`config.mk`:
```
export PLATFORM = sky130hd
export DESIGN_NAME = pmod_dtx2_rx
export DESIGN_NICKNAME = d
export VERILOG_FILES = /design/src/rtl/pmod_dtx2_rx.sv
export SDC_FILE = /design/constraint.sdc
export NUM_CORES = 1
export LEC_CHECK = 0
export ABC_AREA = 0
export BUFFER_PORTS_ARGS = -buffer_cell sky130_fd_sc_hd__buf_2
export CORE_MARGIN = 3
export CORE_UTILIZATION = 35
export DETAILED_ROUTE_END_ITERATION = 6
export GPL_ROUTABILITY_DRIVEN = 0
export MAX_ROUTING_LAYER = met4
export PLACE_DENSITY = 0.61
export SLEW_MARGIN = 20
export SYNTH_ARGS = -nofsm -noshare
export SYNTH_HDL_FRONTEND = slang
export SYNTH_SLANG_ARGS = --single-unit
```
`constraint.sdc`:
```
create_clock -name clk -period 2.95 [get_ports clk]
set_clock_uncertainty 0.05 [all_clocks]
set_input_delay 0.295 -clock clk [delete_from_list [all_inputs] [get_ports clk]]
set_output_delay 0.295 -clock clk [all_outputs]
set_load 0.005 [all_outputs]
```
`src/rtl/pmod_dtx2_rx.sv`:
```
// rtl/pmod_dtx2_rx.sv - two-digit multiplexed 7-segment receiver
// Settles each digit's pattern per select phase, publishes both as a pair, flags stale select.
module pmod_dtx2_rx #(
  parameter int CLK_IN         = 84_000_000,
  parameter int SETTLE_CYCLES  = 64,
  parameter int TIMEOUT_CYCLES = 1_000_000,
  parameter bit COMMON_ANODE   = 1'b1
) (
  input  logic       clk,
  input  logic       rst_n,
  input  logic [6:0] seg_in,
  input  logic       seg_sel,
  output logic [6:0] digit1_seg,
  output logic [6:0] digit2_seg,
  output logic [3:0] digit1_hex,
  output logic [3:0] digit2_hex,
  output logic [1:0] digit_err,
  output logic       frame_valid,
  output logic       stale
);

  localparam int IW = ($clog2(TIMEOUT_CYCLES + 1) > 24) ? $clog2(TIMEOUT_CYCLES + 1) : 24;
  localparam logic [IW-1:0] IDLE_MAX = IW'(TIMEOUT_CYCLES);
  localparam logic [15:0]   CNT_LAST = 16'(SETTLE_CYCLES - 1);

  if (SETTLE_CYCLES < 1 || SETTLE_CYCLES > 65535 || CLK_IN < 1) begin : g_param_err
    $error("pmod_dtx2_rx: parameter out of range");
  end

  typedef enum logic [1:0] {IDLE, SETTLE, HOLD} state_t;

  state_t         r_state, w_state_nxt;
  logic [6:0]     r_seg_s1, r_seg_s2, r_p_prev;
  logic           r_sel_s1, r_sel_s2, r_sel_d;
  logic [15:0]    r_cnt, w_cnt_nxt;
  logic           r_target;
  logic [6:0]     r_sh1, r_sh2;
  logic           r_cap1, r_cap2;
  logic [IW-1:0]  r_idle, w_idle_nxt;
  logic [6:0]     r_d1_seg, r_d2_seg;
  logic [3:0]     r_d1_hex, r_d2_hex;
  logic [1:0]     r_err;
  logic           r_fv, r_stale;
  logic [6:0]     w_p;
  logic           w_sel_edge, w_stable, w_capture, w_publish;
  logic [4:0]     w_dec1, w_dec2;

  // Returns {err, nibble}; unknown patterns decode to 0 with err set.
  function automatic logic [4:0] decode(input logic [6:0] p);
    case (p)
      7'h7E: decode = 5'h00;
      7'h30: decode = 5'h01;
      7'h6D: decode = 5'h02;
      7'h79: decode = 5'h03;
      7'h33: decode = 5'h04;
      7'h5B: decode = 5'h05;
      7'h5F: decode = 5'h06;
      7'h70: decode = 5'h07;
      7'h7F: decode = 5'h08;
      7'h7B: decode = 5'h09;
      7'h77: decode = 5'h0A;
      7'h1F: decode = 5'h0B;
      7'h4E: decode = 5'h0C;
      7'h3D: decode = 5'h0D;
      7'h4F: decode = 5'h0E;
      7'h47: decode = 5'h0F;
      default: decode = 5'h10;
    endcase
  endfunction

  assign w_p        = COMMON_ANODE ? ~r_seg_s2 : r_seg_s2;
  assign w_sel_edge = r_sel_s2 != r_sel_d;
  assign w_stable   = w_p == r_p_prev;
  assign w_publish  = r_cap1 & r_cap2;
  assign w_dec1     = decode(r_sh1);
  assign w_dec2     = decode(r_sh2);
  assign w_idle_nxt = w_sel_edge ? '0 : ((r_idle < IDLE_MAX) ? r_idle + 1'b1 : r_idle);

  // A select edge always restarts settling, abandoning any digit in progress.
  always_comb begin
    w_state_nxt = r_state;
    w_cnt_nxt   = r_cnt;
    w_capture   = 1'b0;
    if (w_sel_edge) begin
      w_state_nxt = SETTLE;
      w_cnt_nxt   = '0;
    end else if (r_state == SETTLE) begin
      if (!w_stable) begin
        w_cnt_nxt = '0;
      end else if (r_cnt == CNT_LAST) begin
        w_capture   = 1'b1;
        w_state_nxt = HOLD;
      end else begin
        w_cnt_nxt = r_cnt + 16'd1;
      end
    end
  end

  always_ff @(posedge clk or negedge rst_n) begin
    if (!rst_n) begin
      r_seg_s1 <= '0;
      r_seg_s2 <= '0;
      r_p_prev <= '0;
      r_sel_s1 <= 1'b0;
      r_sel_s2 <= 1'b0;
      r_sel_d  <= 1'b0;
      r_state  <= IDLE;
      r_cnt    <= '0;
      r_target <= 1'b0;
      r_sh1    <= '0;
      r_sh2    <= '0;
      r_cap1   <= 1'b0;
      r_cap2   <= 1'b0;
      r_idle   <= '0;
      r_d1_seg <= '0;
      r_d2_seg <= '0;
      r_d1_hex <= '0;
      r_d2_hex <= '0;
      r_err    <= '0;
      r_fv     <= 1'b0;
      r_stale  <= 1'b0;
    end else begin
      r_seg_s1 <= seg_in;
      r_seg_s2 <= r_seg_s1;
      r_sel_s1 <= seg_sel;
      r_sel_s2 <= r_sel_s1;
      r_sel_d  <= r_sel_s2;
      r_p_prev <= w_p;
      r_state  <= w_state_nxt;
      r_cnt    <= w_cnt_nxt;
      r_idle   <= w_idle_nxt;
      r_fv     <= w_publish;
      if (w_sel_edge) begin
        r_target <= r_sel_s2;
      end
      if (w_publish) begin
        r_cap1   <= 1'b0;
        r_cap2   <= 1'b0;
        r_d1_seg <= r_sh1;
        r_d2_seg <= r_sh2;
        r_d1_hex <= w_dec1[3:0];
        r_d2_hex <= w_dec2[3:0];
        r_err    <= {w_dec1[4], w_dec2[4]};
      end
      if (w_capture) begin
        if (r_target) begin
          r_sh1  <= w_p;
          r_cap1 <= 1'b1;
        end else begin
          r_sh2  <= w_p;
          r_cap2 <= 1'b1;
        end
      end
      if (w_publish) begin
        r_stale <= 1'b0;
      end else if (w_idle_nxt == IDLE_MAX) begin
        r_stale <= 1'b1;
      end
    end
  end

  assign digit1_seg  = r_d1_seg;
  assign digit2_seg  = r_d2_seg;
  assign digit1_hex  = r_d1_hex;
  assign digit2_hex  = r_d2_hex;
  assign digit_err   = r_err;
  assign frame_valid = r_fv;
  assign stale       = r_stale;

endmodule

```
==> flow_summary.yaml <==
pwr:
  seqPwrFrac: 0.544
  combPwrFrac: 0.040
  p_int_mw: 2.17
  p_sw_frac: 0.236
  ir_drop_mv: 0.326
  clockPowerShare: 0.417
  p_leak_nw: 2.62
  power.switching_uw: 671
  p_per_area_nw_per_um2: 472
layout:
  layout-drive-gt1-share: 0.149
  antenna_cells: 0
  instances_no_fill: 760
  final_area_um2: 6020
  nFillCells: 1422
  area_delta_synth_final_pct: 13.6
  final_nets: 583
die:
  rows: 44
  die_area_um2: 16700
  pin_count: 36
  chipHeight_um: 129
  die_x_um: 129
  core_um2: 14700
  initial_utilization: 0.361
clock_tree:
  clkSlewWorstSetupHoldPaths_ps: 70
  clock_path_buffers: 2
  cts_setup_buffers: 0
  h-tree-depth: 3
  clock-sinks: 109
  cts-root-buf: "clkbuf_16"
  cts_tree: "yes"
  numCtsBuffers: 9
  clk_latency_ps: 350
timing:
  slew_headroom: 0.385
  holdWs_ps: -21.4
  setup_viol: 0
  rsz0062_at_grt: "false"
  min_period_ps: 2600
  min_period_over_period: 0.881
  hold_viol: 58
  final.setup.tns_ps: 0
  fmax_mhz: 385
  maxSlewViolCount: 0
  tightest_slew_ps: 915
routing:
  wl_met3_um: 370
  wl_per_cell_um: 14.1
  vias_per_cell: 5.27
  wirelength_met1_um: 5230
  final_antenna_net_count: 0
  vias: 4006
  wl_met2_um: 4990
  top_layer: "met4"
  dr.first_iter.drc_count: 386
  drc: 0
  first_pass_iters: 4
  wl_um: 10700
grt:
  antenna_found_initial: 0
  grt_first_pass_wirelength_um: 18400
  grt.total_usage: 0.139
  grt_pass1_vias: 3794
  grt-ovfl-total: 0
  grt_max_degree: 60
status:
  status: "finished, violations left"
  violations: "hold timing"
synthesis:
  syn_area_um2: 5300
  synth_xor_area_frac: 0.0595
  synth_most_common_cell: "dfrtp_1"
  synth_top_cells_by_area: "dfrtp_1 (51%), o21ai_0 (5.2%), nand2_1 (4.3%)"
  syn-num-nets: 554
  yosysSeqAreaShare: 0.515
  synthFlopType: "dfrtp_1"
  synthMuxAreaShare: 0.0340
  synth_area_leader_cell: "dfrtp_1"
  synthTopCellsByCount: "dfrtp_1 (109), nand2_1 (61), o21ai_0 (55)"
  synthDistinctLibCells: 63
  synthArstFlopShare: 1.00
  synth_edf_count: 0
  synth_top_family_by_area: "simple AND/OR/NAND/NOR gates"
  synth-simple-area-share: 0.227
  syn_inst: 542
  yosys.area.top_type_share: 0.515
  ys_warn_count: 0
  yosys.area_share.adder: 0.00472
  synth_compound_area_frac: 0.123
  synth.avg_cell_area_um2: 9.78
  synth_seq_cells: 109
critical_path:
  cp.arrival_ps: 2800
  worstSetupPathType: "reg -> reg"
  r2r_setup_slack_ps: 350
  cp-start-kind: "flip-flop"
  reg2regPathDepth: 7
  worstPathMaxFanout: 6
  required_ps: 3150
  endpoint_kind: "flip-flop"
  reg2reg_to: "stale"
  worstReg2RegStart: "r_idle[20]"
place:
  placed_cells: 737
  port_buffers: 35
  hpwl_um: 7270
  placed_area_um2: 5660
min_path:
  hold_class: "in -> async"
job:
  maxCapViolations: 0
cells by family (layout without fill, tap and decap cells):
group / after synthesis / count (layout)
DFF: 109 / 109
xor gates and xnor gates: 36 / 36
AOI/OAI and AO/OA: 105 / 105
and+or+nand+nor: 224 / 224
buffers and inverters: 50 / 84
muxes: 16 / 16
adders and majority gates: 2 / 2
power by group through the flow:
| stage | clock network, mW | logic (mW) | registers, mW |
|---|---|---|---|
| global placement | 0 | 0.106 | 1.57 |
| floorplan | 0 | 0.0541 | 1.56 |
| CTS | 1.22 | 0.115 | 1.55 |
| finish | 1.18 | 0.113 | 1.55 |
| detailed placement | 0 | 0.109 | 1.58 |
| global route | 1.28 | 0.131 | 1.55 |
per-layer routing:
| metal | vias up | GRT usage |
|---|---|---|
| li1 | 1969 | - |
| met1 | 1932 | 0.187 |
| met2 | 95 | 0.217 |
| met3 | 10 | 0.0260 |
| met4 | 0 | 0.0364 |
| met5 | - | - |
state kept, by name, summed over array words and instances (netlist names), 7 cells and up:
signal and count:
digit1_seg 7, digit2_seg 7, r_cnt 16, r_idle 24, r_p_prev 7, r_seg_s1 7
r_seg_s2 7, r_sh1 7, r_sh2 7
timing repair:
item,4_1_cts,5_1_grt
setup endpoints to repair,0,3
resized for setup,0,1
hold buffers,5,2
endpoints found under the hold margin,5,2
worst max-delay path by stage:
stage | from | end | slack, ps | depth (start not counted)
after floorplan | r_idle[15] | stale | 400 | 7
after global placement | r_idle[20] | stale | 430 | 7
after detailed placement | r_idle[20] | stale | 370 | 7
after CTS | r_idle[20] | stale | 370 | 7
after global routing | r_idle[20] | stale | 130 | 7
final | r_idle[20] | stale | 350 | 7
cell usage in the layout (no fill, tap or decap), types with 4 or more instances in the layout:
cell type and n:
o211ai_1 6, nor3_1 4, mux2_2 12, nor2_1 41, nand2b_1 8, o21ai_0 54, dlygate4sd3_1 7, a21oi_1 9
buf_4 9, inv_1 17, or3_1 7, nand4_1 15, a211oi_1 4, and4_1 4, and3_1 11, nand2_1 61
nor4_1 8, dfrtp_1 109, xor2_1 25, buf_2 34, nand3_1 29, and2_1 9, a31oi_1 4, xnor2_1 11
clkbuf_16 9
critical path: stages (launching register included):
cell and delay, ps:
dfrtp_1 400, nor4_4 430, nand3_2 200, or3_1 420, or3_1 390, a211oi_1 240
o2111ai_1 150, o31ai_1 210
cell type report:
class | count | area, um2 | share of cell area
Timing Repair Buffer | 51 | 328 | 0.0544
Multi-Input combinational cell | 383 | 2380 | 0.395
Sequential cell | 109 | 2730 | 0.453
Clock buffer | 10 | 239 | 0.0397
Tap cell | 184 | 230 | 0.0382
Inverter | 17 | 63.8 | 0.0106
Clock inverter | 6 | 53.8 | 0.00893
through the flow:
| stage | power [mW] | hold slack [ps] | worst slack [ps] | utilization |
|---|---|---|---|---|
| 4_1_cts | 2.88 | 1.00 | 374 | 0.408 |
| 3_3_place_gp | 1.68 | 286 | 430 | 0.385 |
| 5_1_grt | 2.96 | 5.67 | 128 | 0.410 |
| 3_5_place_dp | 1.68 | 286 | 369 | 0.385 |
| 2_1_floorplan | 1.62 | -50.6 | 403 | - |
| 6_report | 2.84 | -21.4 | 352 | 0.410 |
Note: power is estimated with default switching activity, not from simulation.
